[src/rtl/spi_cfg_master.sv]
// Write-only SPI configuration master: 2-entry request FIFO feeding 16-bit
// LSB-first frames (bit15 = write flag, bits14:8 = addr, bits7:0 = data).
module spi_cfg_master #(
    parameter int DIV = 4,
    parameter int GAP = 4
) (
    input  logic       clk,
    input  logic       rst,
    input  logic       req_valid,
    output logic       req_ready,
    input  logic [6:0] req_addr,
    input  logic [7:0] req_data,
    output logic       cs,
    output logic       sclk,
    output logic       copi,
    output logic       busy,
    output logic       done
);

    typedef enum logic [2:0] {IDLE, SETUP, HIGH, LOW, HOLD, GAPW} state_t;

    localparam logic [7:0] DIV_M1 = 8'(DIV - 1);
    localparam logic [7:0] GAP_M1 = 8'(GAP - 1);

    state_t      state_q, state_n;
    logic [7:0]  phase_q, phase_n;
    logic [4:0]  bit_q, bit_n;
    logic [15:0] shift_q, shift_n;
    logic [14:0] fifo_q [2];
    logic        wr_ptr, rd_ptr;
    logic [1:0]  count_q, count_n;
    logic        push, pop, last;
    logic        cs_n, sclk_n, copi_n, busy_n, done_n, ready_n;

    assign push = req_valid && req_ready;
    assign last = (phase_q == 8'd0);

    // State, counters, FIFO pointers and output registers
    always_ff @(posedge clk or posedge rst) begin
        if (rst) begin
            state_q   <= IDLE;
            phase_q   <= 8'd0;
            bit_q     <= 5'd0;
            shift_q   <= 16'd0;
            count_q   <= 2'd0;
            wr_ptr    <= 1'b0;
            rd_ptr    <= 1'b0;
            cs        <= 1'b1;
            sclk      <= 1'b0;
            copi      <= 1'b0;
            busy      <= 1'b0;
            done      <= 1'b0;
            req_ready <= 1'b1;
        end else begin
            state_q   <= state_n;
            phase_q   <= phase_n;
            bit_q     <= bit_n;
            shift_q   <= shift_n;
            count_q   <= count_n;
            wr_ptr    <= wr_ptr ^ push;
            rd_ptr    <= rd_ptr ^ pop;
            cs        <= cs_n;
            sclk      <= sclk_n;
            copi      <= copi_n;
            busy      <= busy_n;
            done      <= done_n;
            req_ready <= ready_n;
        end
    end

    always_ff @(posedge clk) begin
        if (push) fifo_q[wr_ptr] <= {req_addr, req_data};
    end

    always_comb begin
        state_n = state_q;
        bit_n   = bit_q;
        shift_n = shift_q;
        pop     = 1'b0;
        unique case (state_q)
            IDLE: begin
                if (count_q != 2'd0) begin
                    state_n = SETUP;
                    pop     = 1'b1;
                end
            end
            SETUP: if (last) state_n = HIGH;
            HIGH: begin
                if (last) begin
                    bit_n = bit_q + 5'd1;
                    if (bit_q == 5'd15) begin
                        state_n = HOLD;
                    end else begin
                        state_n = LOW;
                        shift_n = {1'b0, shift_q[15:1]};
                    end
                end
            end
            LOW:  if (last) state_n = HIGH;
            HOLD: if (last) state_n = GAPW;
            GAPW: begin
                if (last) begin
                    if (count_q != 2'd0) begin
                        state_n = SETUP;
                        pop     = 1'b1;
                    end else begin
                        state_n = IDLE;
                    end
                end
            end
            default: state_n = IDLE;
        endcase
        if (pop) begin
            shift_n = {1'b1, fifo_q[rd_ptr]};
            bit_n   = 5'd0;
        end
        if (state_n != state_q)
            phase_n = (state_n == GAPW) ? GAP_M1 : DIV_M1;
        else if (!last)
            phase_n = phase_q - 8'd1;
        else
            phase_n = phase_q;
        count_n = count_q + {1'b0, push} - {1'b0, pop};
    end

    // Outputs decoded from next state so they come straight off flops
    always_comb begin
        cs_n    = !(state_n inside {SETUP, HIGH, LOW, HOLD});
        sclk_n  = (state_n == HIGH);
        copi_n  = !cs_n && shift_n[0];
        done_n  = (state_n == GAPW) && (phase_n == 8'd0);
        busy_n  = (state_n != IDLE) || (count_n != 2'd0);
        ready_n = (count_n != 2'd2);
    end

endmodule

[config.mk]
export PLATFORM = sky130hd
export DESIGN_NAME = spi_cfg_master
export DESIGN_NICKNAME = d
export VERILOG_FILES = /design/src/rtl/spi_cfg_master.sv
export SDC_FILE = /design/constraint.sdc
export NUM_CORES = 1
export LEC_CHECK = 0
export CELL_PAD_IN_SITES_DETAIL_PLACEMENT = 1
export CELL_PAD_IN_SITES_GLOBAL_PLACEMENT = 1
export CORE_MARGIN = 4
export CORE_UTILIZATION = 47
export CTS_CLUSTER_SIZE = 12
export DETAILED_ROUTE_END_ITERATION = 6
export GPL_TIMING_DRIVEN = 0
export PLACE_DENSITY = 0.84
export RECOVER_POWER = 100
export SYNTH_ARGS = -nofsm -noshare
export SYNTH_HDL_FRONTEND = slang
export SYNTH_SLANG_ARGS = --single-unit
[constraint.sdc]
create_clock -name clk -period 3.3 [get_ports clk]
set_input_delay 0.99 -clock clk [delete_from_list [all_inputs] [get_ports clk]]
set_output_delay 0.99 -clock clk [all_outputs]
set_load 0.01 [all_outputs]
* Word-level counts from Yosys, hierarchy flattened *
Memories as Yosys holds them, arrays and structs flattened.
Index checks and enable logic that the tools add are counted.
W data, S select, Z words.

operators by class
  equality and inequality tests = 14
  reduce and logical (&&, ||, !) cells = 17
  bitwise gates (word level) = 2
  muxes and demuxes = 22
  $add $sub $neg = 4

operators with widths
  kind                   number
  $mux W16               4
  $mux W3                6
  $logic_not A8 Y1       2
  $mux W8                2
  $mux W5                3
  $pmux W3 S5            1
  $eq A3 B2 Y1 const B   4
  $eq A3 B3 Y1 const B   4
  $reduce_bool A2 Y1     4
  $sub A8 B1 Y8 const B  1
  $eq A3 B1 Y1 const B   2
  $add A5 B1 Y5 const B  1
  $eq A5 B4 Y1 const B   1
  $mux W1                5
  $ne A2 B2 Y1 const B   2
  $reduce_bool A4 Y1     1
  $logic_and A1 B1 Y1    3
  $logic_not A3 Y1       1
  $ne A3 B3 Y1           1
  $reduce_and A3 Y1      1
  $reduce_bool A3 Y1     1
  $add A2 B1 Y2          1
  $pmux W1 S2            1
  $reduce_and A2 Y1      1
  other kinds (5)        6

word-level totals
  memory bits (writable) = 30
  memories kept = 1
  bits in registers = 42
  output and inout bits = 6
  bits of input ports = 18

memories
  name    words  width  rd ports  clocked after Yosys merged registers in  wr ports  RTL line  source
  fifo_q  2      15     1         0                                        1         29        logic [14:0] fifo_q [2];

* Longest topological paths before layout *
  depth in word-level cells = 8
  mapped depth = 13
  gate-level depth less buffers = 13

* Worst setup path after synthesis *
OpenSTA, ideal clock, no wires.

  path kind = register to register
  start point = register phase_q[0]
  end point = register busy
  required time = 3162 ps
  library setup time = 138 ps
  path buffers = 0
  stages on the path, launching flop included = 14
  setup slack = 361 ps
  clock period less this slack = 2939 ps
  arrival = 2800 ps
  path through = dfrtp_1 > inv_1 > ha_1 > nor3b_1 > nand4_1 > a211o_1 > inv_2 > ha_1 > inv_1 > ha_1 > xor2_1 > xnor2_1 > inv_1 > or4_1

between the ends
  longest elaborated chain between the ends = 6
  elaborated cells between the ends (all ways) = 12
  those cells by class = add/sub: 1; mux: 7; reduce/logical: 4

ends and longest elaborated chain
  what                    RTL line  source
  start, declared         26        logic [7:0] phase_q, phase_n;
  start signal, assigned  56        phase_q <= phase_n;
  $logic_not A8 Y1        36        assign last = (phase_q == 8'd0);
  $mux W1                 102       if (last) begin
  $pmux W1 S2             80        unique case (state_q)
  $sub A2 B1 Y2           123       count_n = count_q + {1'b0, push} - {1'b0, pop};
  net count_n[1]          31        logic [1:0] count_q, count_n;
  $reduce_bool A2 Y1      132       busy_n = (state_n != IDLE) || (count_n != 2'd0);
  $logic_or A1 B1 Y1      132
  net busy_n              33        logic cs_n, sclk_n, copi_n, busy_n, done_n, ready_n;
  end signal, assigned    65        busy <= busy_n;
  end, declared           16        output logic busy,

The timed path passes the listed nets, and every way through them passes these cells.
A chain may end at the register's enable or synchronous reset.

* Worst setup path after layout *
Ends and elaborated chain as after synthesis.

==> impl_table.tex <==
\begin{tabular}{lr}
\hline
Metric & Value \\
\hline
\multicolumn{2}{l}{\textbf{STA}} \\
Worst slew margin & -5.13\% \\
Peak Freq & approximately 320 MHz \\
Setup clock skew after layout & 0.0138 ns \\
Worst Max-Slew Pin Slew & 1.58 ns \\
Worst Slack Setup Final & 0.179 ns \\
Hold Worst Slack & 0.527 ns \\
Number of endpoints with negative hold slack in the final report & 0 \\
Final critical delay including setup and external delays & 3.12 ns \\
Pins Over Slew Limit & 43 \\
Final number of setup-violating endpoints & 0 \\
Final clock period utilization by the worst path & 94.6\% \\
\multicolumn{2}{l}{\textbf{Critical path}} \\
Critical Path Slowest Stage Cell & sky130\_fd\_sc\_hd\_\_or4\_1 \\
Crit path DAT & 3.34 ns \\
Launching element type of the critical path & register \\
Worst setup path category & reg -> reg \\
Data required time of the critical path & 3.52 ns \\
Top cell by count, worst path & sky130\_fd\_sc\_hd\_\_inv\_1 \\
CP max FO & 7 \\
Critical Path End Type & register \\
Chain of cells forming the critical path & inv\_1 > ha\_2 > nor3b\_4 > nand4\_1 > a211o\_4 > inv\_4 > ha\_1 > inv\_1 > ha\_1 > xor2\_1 > xnor2\_1 > inv\_1 > or4\_1 \\
Largest stage delay on the critical path & 0.46 ns \\
\multicolumn{2}{l}{\textbf{Routing}} \\
DR vias/cell & 5.50 \\
Total via count in the routed design & 2,155 \\
Total iterations of the first detailed-routing run & 5 \\
Count of nets left with antenna violations after detail routing & 0 \\
DRT iter0 DRCs & 77 \\
Total Routed Length & 6750 um \\
Detailed-route wire length per cell & between 15 and 20 um \\
Number of design rule violations left after detail routing & 0 \\
\multicolumn{2}{l}{\textbf{Status}} \\
Run status & complete, but fails checks \\
Violations in the final reports & max-capacitance violations, max-slew violations \\
\multicolumn{2}{l}{\textbf{Synth}} \\
Count of mapped cells out of synthesis & 272 \\
Number of warnings reported in the yosys synthesis log & 0 \\
Adder-cell share of the synthesized area & under 10\% \\
Synthesized flop and latch total & 72 \\
Synth cell types & 48 \\
Top FF cell, synth & sky130\_fd\_sc\_hd\_\_dfrtp\_1 \\
Compound-gate portion of the synthesized area & 11.9\% \\
Proportion of synthesized chip area in sequential cells & between 60 and 70\% \\
Combinational family with the most area after synthesis & simple AND/OR/NAND/NOR gates \\
Mapped cell area & 3170 um\^{}2 \\
Simple logic cell fraction of the synthesized area & 16.2\% \\
Share of async-settable or async-resettable flops after synthesis & 58.3\% \\
Post-Synthesis Net Count & around 300 \\
Mux cell area share after synthesis & between 1 and 1.5\% \\
Number of enable-type register cells in the synthesized netlist & 30 \\
XOR/XNOR Fraction of Synth Area & 2.77\% \\
Average cell area after synthesis & 11.6 um\^{}2 \\
\multicolumn{2}{l}{\textbf{Pwr}} \\
Static leakage & 1.52 nW \\
Total power & 3.35 mW \\
PwrDens & 889 nW/um\^{}2 \\
Maximum vdd drop & 500 uV \\
\multicolumn{2}{l}{\textbf{Floorplanning}} \\
Total core area & 6460 um\^{}2 \\
Row count & 29 \\
Chip Width & between 90 and 100 um \\
I/O pin count & 24 \\
Effective utilization at floorplan & 49.0\% \\
Die height & 90.1 um \\
Die area & 8120 um\^{}2 \\
\multicolumn{2}{l}{\textbf{Layout}} \\
Number of antenna repair diodes & 0 \\
Finished Layout Cells & 392 \\
Share of post-route cells with drive strength above 1 & 12.7\% \\
Final cell area excluding filler cells & 3770 um\^{}2 \\
Layout overhead on the synthesized area & 19.0\% \\
Number of nets in the layout & 335 \\
\multicolumn{2}{l}{\textbf{Place}} \\
Pre-CTS setup slack & -0.118 ns \\
Post-place instance area & 3490 um\^{}2 \\
DPL Wire Length & 4790 um \\
Cell count after placement & 372 \\
Number of buffers inserted by port buffering & 23 \\
RD Place Congestion & 0.754 \\
\multicolumn{2}{l}{\textbf{Clocking}} \\
Clock slew at the register clock pins of the worst setup and hold paths & 0.08 ns \\
Clock tree from TritonCTS & yes \\
Deepest clock path buffer count & 2 \\
Num CTS Buffers & 9 \\
Cell at the root of the clock tree & sky130\_fd\_sc\_hd\_\_clkbuf\_8 \\
TritonCTS sink count & 72 \\
Worst-skew pair later-pin latency & 0.35 ns \\
\# H-tree levels & 3 \\
\multicolumn{2}{l}{\textbf{Hold path}} \\
Type of the tightest min-delay check & reg -> reg \\
\multicolumn{2}{l}{\textbf{Job}} \\
Reported max-cap violation count & 1 \\
\multicolumn{2}{l}{\textbf{Global route}} \\
Total congestion overflow after global routing & 0 \\
Number of global-route vias before repair & 2,333 \\
Initial antenna violation count & 0 \\
Global-route wire length before repair & 11,400 um \\
Largest net degree at the start of global routing & 43 \\
Total global routing track utilization & roughly 18\% \\
\hline
\end{tabular}
[cell type report]
class,instances,area [um^2]
multi-input cells,175,1120
well taps,77,96.3
clock buffers,9,124
plain buffers,12,61.3
clock inverters,7,96.3
inverters,13,51.3
flip-flops and latches,72,1950
fillers,667,2690
repair buffers,27,260
[stage by stage]
| stage | TNS [ns] | utilization, % |
|---|---|---|
| after floorplan | 0 | - |
| after global placement | 0 | 54.1 |
| after detailed placement | -0.118 | 54.1 |
| after CTS | 0 | 57.6 |
| after global routing | -0.0312 | 58.3 |
| final | 0 | 58.3 |
[cells in the final DEF, fill, tap and decap left out, types with 3 or more instances in the layout]
cell type | synthesis | routed
sky130_fd_sc_hd__clkinv_4 | 0 | 3
sky130_fd_sc_hd__clkdlybuf4s50_1 | 0 | 6
sky130_fd_sc_hd__dfrtp_1 | 40 | 40
sky130_fd_sc_hd__buf_2 | 4 | 4
sky130_fd_sc_hd__mux2i_1 | 4 | 4
sky130_fd_sc_hd__xnor2_1 | 6 | 6
sky130_fd_sc_hd__xor2_1 | 4 | 4
sky130_fd_sc_hd__a211oi_1 | 15 | 15
sky130_fd_sc_hd__buf_4 | 1 | 5
sky130_fd_sc_hd__nor2b_1 | 16 | 16
sky130_fd_sc_hd__a31oi_1 | 12 | 12
sky130_fd_sc_hd__dlygate4sd3_1 | 0 | 17
sky130_fd_sc_hd__inv_1 | 12 | 12
sky130_fd_sc_hd__ha_1 | 7 | 6
sky130_fd_sc_hd__nor3_1 | 4 | 4
sky130_fd_sc_hd__edfxtp_1 | 30 | 30
sky130_fd_sc_hd__clkbuf_1 | 6 | 6
sky130_fd_sc_hd__nand2_1 | 38 | 38
sky130_fd_sc_hd__or2_2 | 3 | 3
sky130_fd_sc_hd__a21oi_1 | 13 | 13
sky130_fd_sc_hd__nor2_1 | 19 | 19
sky130_fd_sc_hd__clkbuf_8 | 0 | 9
[cells in the mapped netlist, drive strengths merged, types with 3 or more instances]
cell    count  area, um^2
a31oi      12        75.1
mux2i       4        40.0
nor2       19        71.3
nand2      38         143
buf         6        38.8
inv        13        48.8
ha          7        87.6
a21oi      13        65.1
a211oi     15         113
xnor2       6        52.6
nor2b      16         100
clkbuf      6        22.5
or2         3        18.8
xor2        4        35.0
nor3        4        20.0
edfxtp     30         901
dfrtp      40        1000
and3        3        20.0
[cells by family (layout without fill, tap and decap cells)]
family,count (synthesis),after routing
buf+inv,25,68
simple gates,100,100
mux,4,4
fa+ha+maj,7,7
xor+xnor,10,10
compound gates,54,54
flops,72,72
[metal layers]
layer	part of all wire, %	track usage, %	up-vias
met1	43	21.1	1065
met3	3.0	3.76	7
met2	53	31.1	32
li1	-	-	1051
met4	1.1	7.40	0
met5	0	0	-
[flip-flops by register name (all words and copies together) (netlist names)]
name and cells:
phase_q 8, bit_q 5, sclk 1, busy 1, rd_ptr 1, done 1, cs 1, count_q 2
shift_q 16, req_ready 1, fifo_q 30, wr_ptr 1, copi 1, state_q 3
[critical path: cells and delay by family, from the launching register on]
kind            cells  cell delay [ns]
buf+inv             4             0.37
compound gates      1             0.40
simple gates        3             0.86
xor+xnor            2             0.33
flops               1             0.42
fa+ha+maj           3             0.61
[repair_timing]
action | in CTS | in global routing
setup buffers | 0 | 4
pin swaps | 0 | 2
setup endpoints to repair | 1 | 1
hold buffers | 0 | 0
resized for setup | 1 | 4
[report_power, final]
part           internal, mW  total, mW  switching [mW]
clock                 0.426      0.760           0.334
combinational         0.502       1.16           0.659
sequential             1.24       1.43           0.187
[final timing paths]
path	startpoint	cells past startpoint	slack, ns	end
worst max-delay path	phase_q[0]$_DFF_PP0_	13	0.18	busy$_DFF_PP0_
worst min-delay path	shift_q[12]$_DFFE_PP0P_	1	0.53	shift_q[11]$_DFFE_PP0P_
worst max register to register	phase_q[0]$_DFF_PP0_	13	0.18	busy$_DFF_PP0_
worst min register to register	shift_q[12]$_DFFE_PP0P_	1	0.53	shift_q[11]$_DFFE_PP0P_
max in group asynchronous	rst	2	0.81	shift_q[13]$_DFFE_PP0P_
min in group asynchronous	rst	2	1.56	phase_q[4]$_DFF_PP0_
Note: power is estimated with default switching activity, not from simulation.
